--- config.mk ---
export PLATFORM = sky130hd
export DESIGN_NAME = bin_to_bcd_serial
export DESIGN_NICKNAME = d
export VERILOG_FILES = /design/src/rtl/bin_to_bcd_serial_pkg.sv /design/src/rtl/bcd_digit_adjust.sv /design/src/rtl/bin_to_bcd_serial.sv
export SDC_FILE = /design/constraint.sdc
export NUM_CORES = 1
export LEC_CHECK = 0
export CAP_MARGIN = 40
export CORE_UTILIZATION = 58
export DETAILED_ROUTE_END_ITERATION = 12
export GPL_TIMING_DRIVEN = 0
export PLACE_DENSITY = 0.84
export SYNTH_ARGS = -nofsm -noshare
export SYNTH_HDL_FRONTEND = slang
export SYNTH_SLANG_ARGS = --single-unit
--- constraint.sdc ---
create_clock -name clk -period 3.39 [get_ports clk]
set_clock_uncertainty 0.2 [all_clocks]
set_input_delay 0.339 -clock clk [delete_from_list [all_inputs] [get_ports clk]]
set_output_delay 0.339 -clock clk [all_outputs]
set_load 0.02 [all_outputs]
--- src/rtl/bin_to_bcd_serial_pkg.sv ---
`default_nettype none
// ============================================================================
// Module      : bin_to_bcd_serial_pkg
// Description : Shared types and constants for the serial double-dabble
//               binary-to-BCD converter.
// Revision    : 1.0 - initial release
// ============================================================================
package bin_to_bcd_serial_pkg;

    typedef enum logic [0:0] {
        IDLE  = 1'b0,
        SHIFT = 1'b1
    } state_t;

    localparam int BCD_ADJ_THRESH = 5;
    localparam int BCD_ADJ_ADD    = 3;

    // Counter must be able to hold IN_WIDTH itself.
    function automatic int cnt_width(input int in_width);
        return $clog2(in_width + 1);
    endfunction

endpackage
`default_nettype wire

--- src/rtl/bcd_digit_adjust.sv ---
`default_nettype none
// ============================================================================
// Module      : bcd_digit_adjust
// Description : Double-dabble nibble correction: add 3 when digit >= 5.
// Revision    : 1.0 - initial release
// ============================================================================
module bcd_digit_adjust
    import bin_to_bcd_serial_pkg::*;
(
    input  logic [3:0] i_digit,
    output logic [3:0] o_digit
);

    // Input never exceeds 9, so the sum always fits in 4 bits.
    always_comb begin
        if (i_digit >= 4'(BCD_ADJ_THRESH)) begin
            o_digit = i_digit + 4'(BCD_ADJ_ADD);
        end else begin
            o_digit = i_digit;
        end
    end

endmodule
`default_nettype wire

--- src/rtl/bin_to_bcd_serial.sv ---
`default_nettype none
// ============================================================================
// Module      : bin_to_bcd_serial
// Description : Serial double-dabble converter, one input bit per clock,
//               with start/busy/done handshake and held result.
// Revision    : 1.0 - initial release
// ============================================================================
module bin_to_bcd_serial
    import bin_to_bcd_serial_pkg::*;
#(
    parameter int IN_WIDTH = 8,
    parameter int DIGITS   = 3
) (
    input  logic                  clk,
    input  logic                  reset,
    input  logic                  start,
    input  logic [IN_WIDTH-1:0]   bin,
    output logic                  busy,
    output logic                  done,
    output logic [4*DIGITS-1:0]   bcd,
    output logic                  overflow
);

    localparam int BCD_W = 4 * DIGITS;
    localparam int CNT_W = cnt_width(IN_WIDTH);

    state_t                state_q, state_d;
    logic [IN_WIDTH-1:0]   bin_sr_q, bin_sr_d;
    logic [BCD_W-1:0]      work_q, work_d;
    logic                  ovf_work_q, ovf_work_d;
    logic [CNT_W-1:0]      cnt_q, cnt_d;
    logic [BCD_W-1:0]      bcd_q, bcd_d;
    logic                  overflow_q, overflow_d;
    logic                  done_q, done_d;

    logic [BCD_W-1:0]      work_adj;
    logic [BCD_W-1:0]      work_shift;
    logic [IN_WIDTH-1:0]   bin_shift;
    logic                  ovf_next;
    logic                  last_shift;

    for (genvar g = 0; g < DIGITS; g++) begin : g_digit_adj
        bcd_digit_adjust u_adj (
            .i_digit (work_q[4*g +: 4]),
            .o_digit (work_adj[4*g +: 4])
        );
    end

    // Bits leaving the top digit are discarded from the result but flag overflow.
    assign work_shift = {work_adj[BCD_W-2:0], bin_sr_q[IN_WIDTH-1]};
    assign bin_shift  = {bin_sr_q[IN_WIDTH-2:0], 1'b0};
    assign ovf_next   = ovf_work_q | work_adj[BCD_W-1];
    assign last_shift = (cnt_q == CNT_W'(IN_WIDTH - 1));

    always_ff @(posedge clk or posedge reset) begin
        if (reset) begin
            state_q    <= IDLE;
            bin_sr_q   <= '0;
            work_q     <= '0;
            ovf_work_q <= 1'b0;
            cnt_q      <= '0;
            bcd_q      <= '0;
            overflow_q <= 1'b0;
            done_q     <= 1'b0;
        end else begin
            state_q    <= state_d;
            bin_sr_q   <= bin_sr_d;
            work_q     <= work_d;
            ovf_work_q <= ovf_work_d;
            cnt_q      <= cnt_d;
            bcd_q      <= bcd_d;
            overflow_q <= overflow_d;
            done_q     <= done_d;
        end
    end

    always_comb begin
        state_d = state_q;
        case (state_q)
            IDLE:    if (start)      state_d = SHIFT;
            SHIFT:   if (last_shift) state_d = IDLE;
            default:                 state_d = IDLE;
        endcase
    end

    always_comb begin
        bin_sr_d   = bin_sr_q;
        work_d     = work_q;
        ovf_work_d = ovf_work_q;
        cnt_d      = cnt_q;
        bcd_d      = bcd_q;
        overflow_d = overflow_q;
        done_d     = 1'b0;
        case (state_q)
            IDLE: begin
                if (start) begin
                    bin_sr_d   = bin;
                    work_d     = '0;
                    ovf_work_d = 1'b0;
                    cnt_d      = '0;
                end
            end
            SHIFT: begin
                bin_sr_d   = bin_shift;
                work_d     = work_shift;
                ovf_work_d = ovf_next;
                cnt_d      = cnt_q + CNT_W'(1);
                if (last_shift) begin
                    bcd_d      = work_shift;
                    overflow_d = ovf_next;
                    done_d     = 1'b1;
                end
            end
            default: ;
        endcase
    end

    always_comb begin
        busy     = (state_q == SHIFT);
        done     = done_q;
        bcd      = bcd_q;
        overflow = overflow_q;
    end

endmodule
`default_nettype wire
==> results.toml, run 1 <==
[drt]
route.vias.total = 1373
drtAntennaViolNets = 0
dr.pass1.iters = 5
drt_wl_total_um = 3600
drt-initial-drc-count = 81
wl_per_cell_um = 14.0
vias_per_cell = 5.34
drc = 0

[critical_path]
path_cells = "inv_1 -> ha_1 -> nand2b_1 -> a21oi_1 -> mux2_2 -> mux2i_1"
r2r_end = "work_q[2]"
crit_slowest_cell = "dfrtp_1"
critPathRequiredTime_ns = 3.46
critPathMaxStageDelay_ns = 0.41
crit_arrival_ns = 1.96
path_class = "reg2reg"
worst-path-buf-inv = 1
crit_start = "work_q[0]"
crit_fanout = 3
path_depth = 6
cp_top_family = "multiplexers"
start_kind = "flip-flop"
reg2regPathDepth = 6
cp-end-kind = "flip-flop"
ff2ff_setup_slack_ns = 1.50
cp-endpoint = "work_q[2]"
r2r-start = "work_q[0]"

[grt]
antenna_found_initial = 0
grt_max_degree = 41
grt_pass1_wl_um = 5950
grt_pass1_vias = 1340
grt_usage = 0.231
overflow = 0

[power_and_ir_drop]
combPwrFrac = 0.510
p_int_uw = 1270
powerDensity_mw_per_mm2 = 939
ir_drop_uv = 494
p_switching_uw = 880
sw_frac_of_total = 0.410
p_leak_uw = 0.00109
clockPowerShare = 0.096
p_seq_frac = 0.393

[cts]
cts.htree.levels = 2
cts-root-buf = "clkbuf_4"
clock_latency_ns = 0.34
clkSinkCount = 40
cts_tree = "done"
cts_made_buffers = 5
clk_path_buf_depth = 2
post_cts_buffers = 0
clkTransAtPathRegs_ns = 0.10
cts-hold-fix-buffers = 0
post_cts_resized = 0

[placement]
finalWeightedCongestion = 0.779
io_buffer_count = 25
postPlaceCellArea_mm2 = 0.00225
dp_hpwl_um = 2670

[final_layout]
syn_to_final_growth_pct = 17.6
drive_gt1_frac = 0.0939
regArea_mm2 = 0.00100
diodes = 0
multi_input_area_um2 = 855
fillers = 244
stdcell_area_mm2 = 0.00229
final_common_cell = "dfrtp_1"
fin_nets = 233
final_cell_mix = "40 x dfrtp_1, 25 x clkdlybuf4s50_1, 22 x nand2_1"

[floorplanning]
start_util = 0.621
coreArea_mm2 = 0.00313
top_level_ports = 26
dieArea_mm2 = 0.00359
die_w_um = 59.9
rows = 20
die_h_um = 59.9

[run_status]
status = "complete, no violations"

[synth]
ys_ff_latch = 40
syn_area_per_cell_um2 = 10.6
synth_area_leaders = "dfrtp_1 52%, mux2i_1 9.8%, nand2b_1 4.8%"
synth_area_leader_cell = "dfrtp_1"
synthesis.area_mm2 = 0.00194
synth_top_area_frac = 0.515
syn-num-nets = 201
synthesis.instances = 183
yosysWarnings = 0
synth.distinct_cells = 28
ys_seq_area_frac = 0.515

[timing]
maxSlewViolCount = 0
finalSetupTns_ns = 0
slew_headroom = 0.464
grt_setup_unrepaired = "false"
hold_slack_ns = 0.258
finalCritPeriodShare = 0.558
max_clock_freq_mhz = 528
final_hold_viol_count = 0
setup_viol = 0
period_needed_ns = 1.89
tightestPinTransition_ns = 0.803

[min_path]
holdCritPathClass = "in2async"

[flow_run]
drv_cap = 0
==> cells by family (layout without fill, tap and decap cells) <==
| group | Yosys count | count (layout) | synth area share |
|---|---|---|---|
| AOI/OAI and AO/OA | 39 | 39 | 0.108 |
| DFF | 40 | 40 | 0.515 |
| muxes | 23 | 23 | 0.123 |
| and+or+nand+nor | 52 | 52 | 0.146 |
| buffers and inverters | 18 | 48 | 0.0451 |
| adders and majority gates | 7 | 7 | 0.0451 |
| xor gates and xnor gates | 4 | 4 | 0.0180 |
==> flip-flops by register name, indices dropped and copies added, names as in the netlist <==
register    flops
overflow        1
cnt_q           4
work_q         12
busy            1
bcd            12
bin_sr_q        8
done            1
ovf_work_q      1
==> how the worst min path moves through the flow <==
stage                              to  cells after the start         from
after global placement    bin_sr_q[5]                      2  bin_sr_q[4]
after global routing          bcd[10]                      2      bcd[10]
final                       work_q[2]                      2        reset
after detailed placement       bcd[6]                      2       bcd[6]
after floorplan           bin_sr_q[1]                      2  bin_sr_q[0]
after CTS                   work_q[2]                      2        reset
==> cells in the mapped netlist, drive strengths merged <==
cell type  number
a21oi           9
a22o            1
a2bb2oi         1
a31oi           1
and2b           1
buf             7
clkbuf          1
dfrtp          40
ha              7
inv            10
mux2            4
mux2i          19
nand2          22
nand2b         15
nand3           2
nand4           1
nor2            4
nor3b           7
o21ai          26
o31ai           1
xnor2           3
xor2            1
==> cell type report <==
class                   instances  area share
multi-input cells             125       0.374
repair buffers                 25       0.109
inverters                      10      0.0164
plain buffers                   8      0.0219
well taps                      44      0.0241
clock buffers                   5      0.0164
flip-flops and latches         40       0.438
==> through the flow <==
| step | utilization | instances | total power (uW) | setup WS, ns |
|---|---|---|---|---|
| final | 0.731 | 257 | 2150 | 1.50 |
| after global routing | 0.731 | 257 | 2310 | 1.42 |
| after CTS | 0.731 | 257 | 2160 | 1.51 |
| after detailed placement | 0.719 | 252 | 1950 | 1.55 |
| after global placement | 0.719 | 252 | 1870 | 1.17 |
| after floorplan | - | 183 | 1600 | 1.71 |
==> power by group through the flow <==
| stage | clock network [uW] | registers, uW | logic (uW) |
|---|---|---|---|
| 2_1_floorplan | 0 | 908 | 690 |
| 3_3_place_gp | 0 | 834 | 1040 |
| 3_5_place_dp | 0 | 854 | 1090 |
| 4_1_cts | 215 | 844 | 1100 |
| 5_1_grt | 224 | 867 | 1220 |
| 6_report | 206 | 845 | 1100 |
==> worst reg2reg max path, stage by stage (launching register included) <==
cell and delay (ns):
dfrtp_1 0.41, inv_1 0.12, ha_1 0.22, nand2b_1 0.09, a21oi_1 0.25, mux2_2 0.39
mux2i_1 0.15
==> per-layer routing <==
metal / share of wire / vias to the layer above / routed length [um] / GRT usage
met4: 0.013 / 0 / 48 / 0.0963
li1: - / 682 / - / -
met2: 0.49 / 30 / 1750 / 0.378
met3: 0.034 / 5 / 121 / 0.0606
met5: 0 / - / 0 / 0
met1: 0.47 / 656 / 1680 / 0.289
Note: power is estimated with default switching activity, not from simulation.
==> run 2: changes to the inputs <==
Settings changed: CORE_UTILIZATION 58 to 54, PLACE_DENSITY 0.84 to 0.79.
Clock period 3.39 ns to 1.8 ns, I/O delays scaled along.
==> results.toml, run 2 (synthesized netlist as in run 1, its figures left out) <==
[drt]
drc = 0
drt-initial-drc-count = 69
wl_per_cell_um = 13.9
vias_per_cell = 5.42
drtAntennaViolNets = 0
dr.pass1.iters = 4
drt_wl_total_um = 3700
route.vias.total = 1448

[timing]
hold_slack_ns = 0.0970
period_needed_ns = 1.77
final_hold_viol_count = 0
finalCritPeriodShare = 0.982
setup_viol = 0
slew_headroom = 0.461
maxSlewViolCount = 0
tightestPinTransition_ns = 0.807
max_clock_freq_mhz = 566

[grt]
grt_pass1_vias = 1338
use_met2 = 0.365
grt.busiest_layer = "met2"
grt_pass1_wl_um = 5920
overflow = 0
grt_usage = 0.214
use_met1 = 0.269
grt_max_degree = 41
antenna_found_initial = 0
met3_usage = 0.0373

[critical_path]
path_class = "reg2reg"
cp_top_family = "multiplexers"
worst-path-buf-inv = 1
critPathRequiredTime_ns = 1.88
cp-end-kind = "flip-flop"
start_kind = "flip-flop"
crit_fanout = 3
critPathMaxStageDelay_ns = 0.42
path_cells = "inv_1 -> ha_2 -> nand2b_1 -> a21oi_2 -> mux2_4 -> mux2i_1"
crit_arrival_ns = 1.84
crit_slowest_cell = "dfrtp_1"

[cts]
cts-root-buf = "clkbuf_4"
cts.htree.levels = 2
clock_latency_ns = 0.35
clkTransAtPathRegs_ns = 0.11
clkSinkCount = 40
cts_tree = "done"
cts_made_buffers = 5
clk_path_buf_depth = 2
cts-hold-fix-buffers = 0

[power_and_ir_drop]
power_uw = 4360
powerDensity_mw_per_mm2 = 1820
ir_drop_uv = 934
p_leak_uw = 0.00113

[placement]
dp_hpwl_um = 2510
finalWeightedCongestion = 0.757
io_buffer_count = 25
dp.cells = 254

[floorplanning]
dieArea_mm2 = 0.00384
die_h_um = 62.0
coreArea_mm2 = 0.00339
die_w_um = 62.0
rows = 21
start_util = 0.573
top_level_ports = 26

[final_layout]
diodes = 0
syn_to_final_growth_pct = 23.2
drive_gt1_frac = 0.163
fillers = 240
fin_nets = 238
fin_util = 0.707
fin_cells = 267
final_cell_mix = "40 x dfrtp_1, 25 x clkdlybuf4s50_1, 22 x nand2_1"
final_common_cell = "dfrtp_1"

[run_status]
status = "complete, no violations"

[flow_run]
drv_cap = 0

[min_path]
holdCritPathClass = "in2async"
[run 2: cell count changes in the layout (fill, tap and decap cells not counted), sizes merged]
| cell | delta |
|---|---|
| buf | +5 |
| clkbuf | +3 |
[run 2: per-layer routing]
metal  part of all wire  vias to the layer above
met5                  0                        -
met4              0.021                        0
met3              0.045                        7
met2               0.48                       46
met1               0.45                      695
li1                   -                      700
[run 2: final cells by class]
type,count,area (um2),area share
well taps,46,57.6,0.0240
repair buffers,30,288,0.120
inverters,10,37.5,0.0157
flip-flops and latches,40,1000,0.418
clock buffers,8,58.8,0.0246
plain buffers,8,50.0,0.0209
multi-input cells,125,902,0.377
[run 2: per-stage QoR]
| step | setup WS (ns) | setup TNS (ns) | area (um2) |
|---|---|---|---|
| after global placement | -0.303 | -12.07 | 2250 |
| after CTS | 0.00387 | 0 | 2340 |
| after detailed placement | -0.0445 | -0.102 | 2250 |
| after global routing | -0.0290 | -0.0397 | 2390 |
| final | 0.0317 | 0 | 2390 |
| after floorplan | 0.119 | 0 | 1940 |
[run 2: what timing repair did]
action	4_1_cts	5_1_grt
buffers inserted	1	4
setup endpoints to repair	6	5
resized for setup	6	8
pin swaps	1	3
[run 2: power by group]
part | switching, uW | internal (uW)
registers | 323 | 1290
logic | 1140 | 1140
clock network | 284 | 193
[run 2: path summary, 6_finish.rpt]
kind,slack [ns],cells after the start,from,end
hold / removal,0.1,2,reset,bcd[3]
hold reg to reg,0.30,2,bcd[2],bcd[2]
min in group clk,0.25,3,bin[0],bin_sr_q[0]
setup / recovery,0.03,6,work_q[5],work_q[6]
setup reg to reg,0.03,6,work_q[5],work_q[6]
max in group asynchronous,0.79,2,reset,bcd[7]
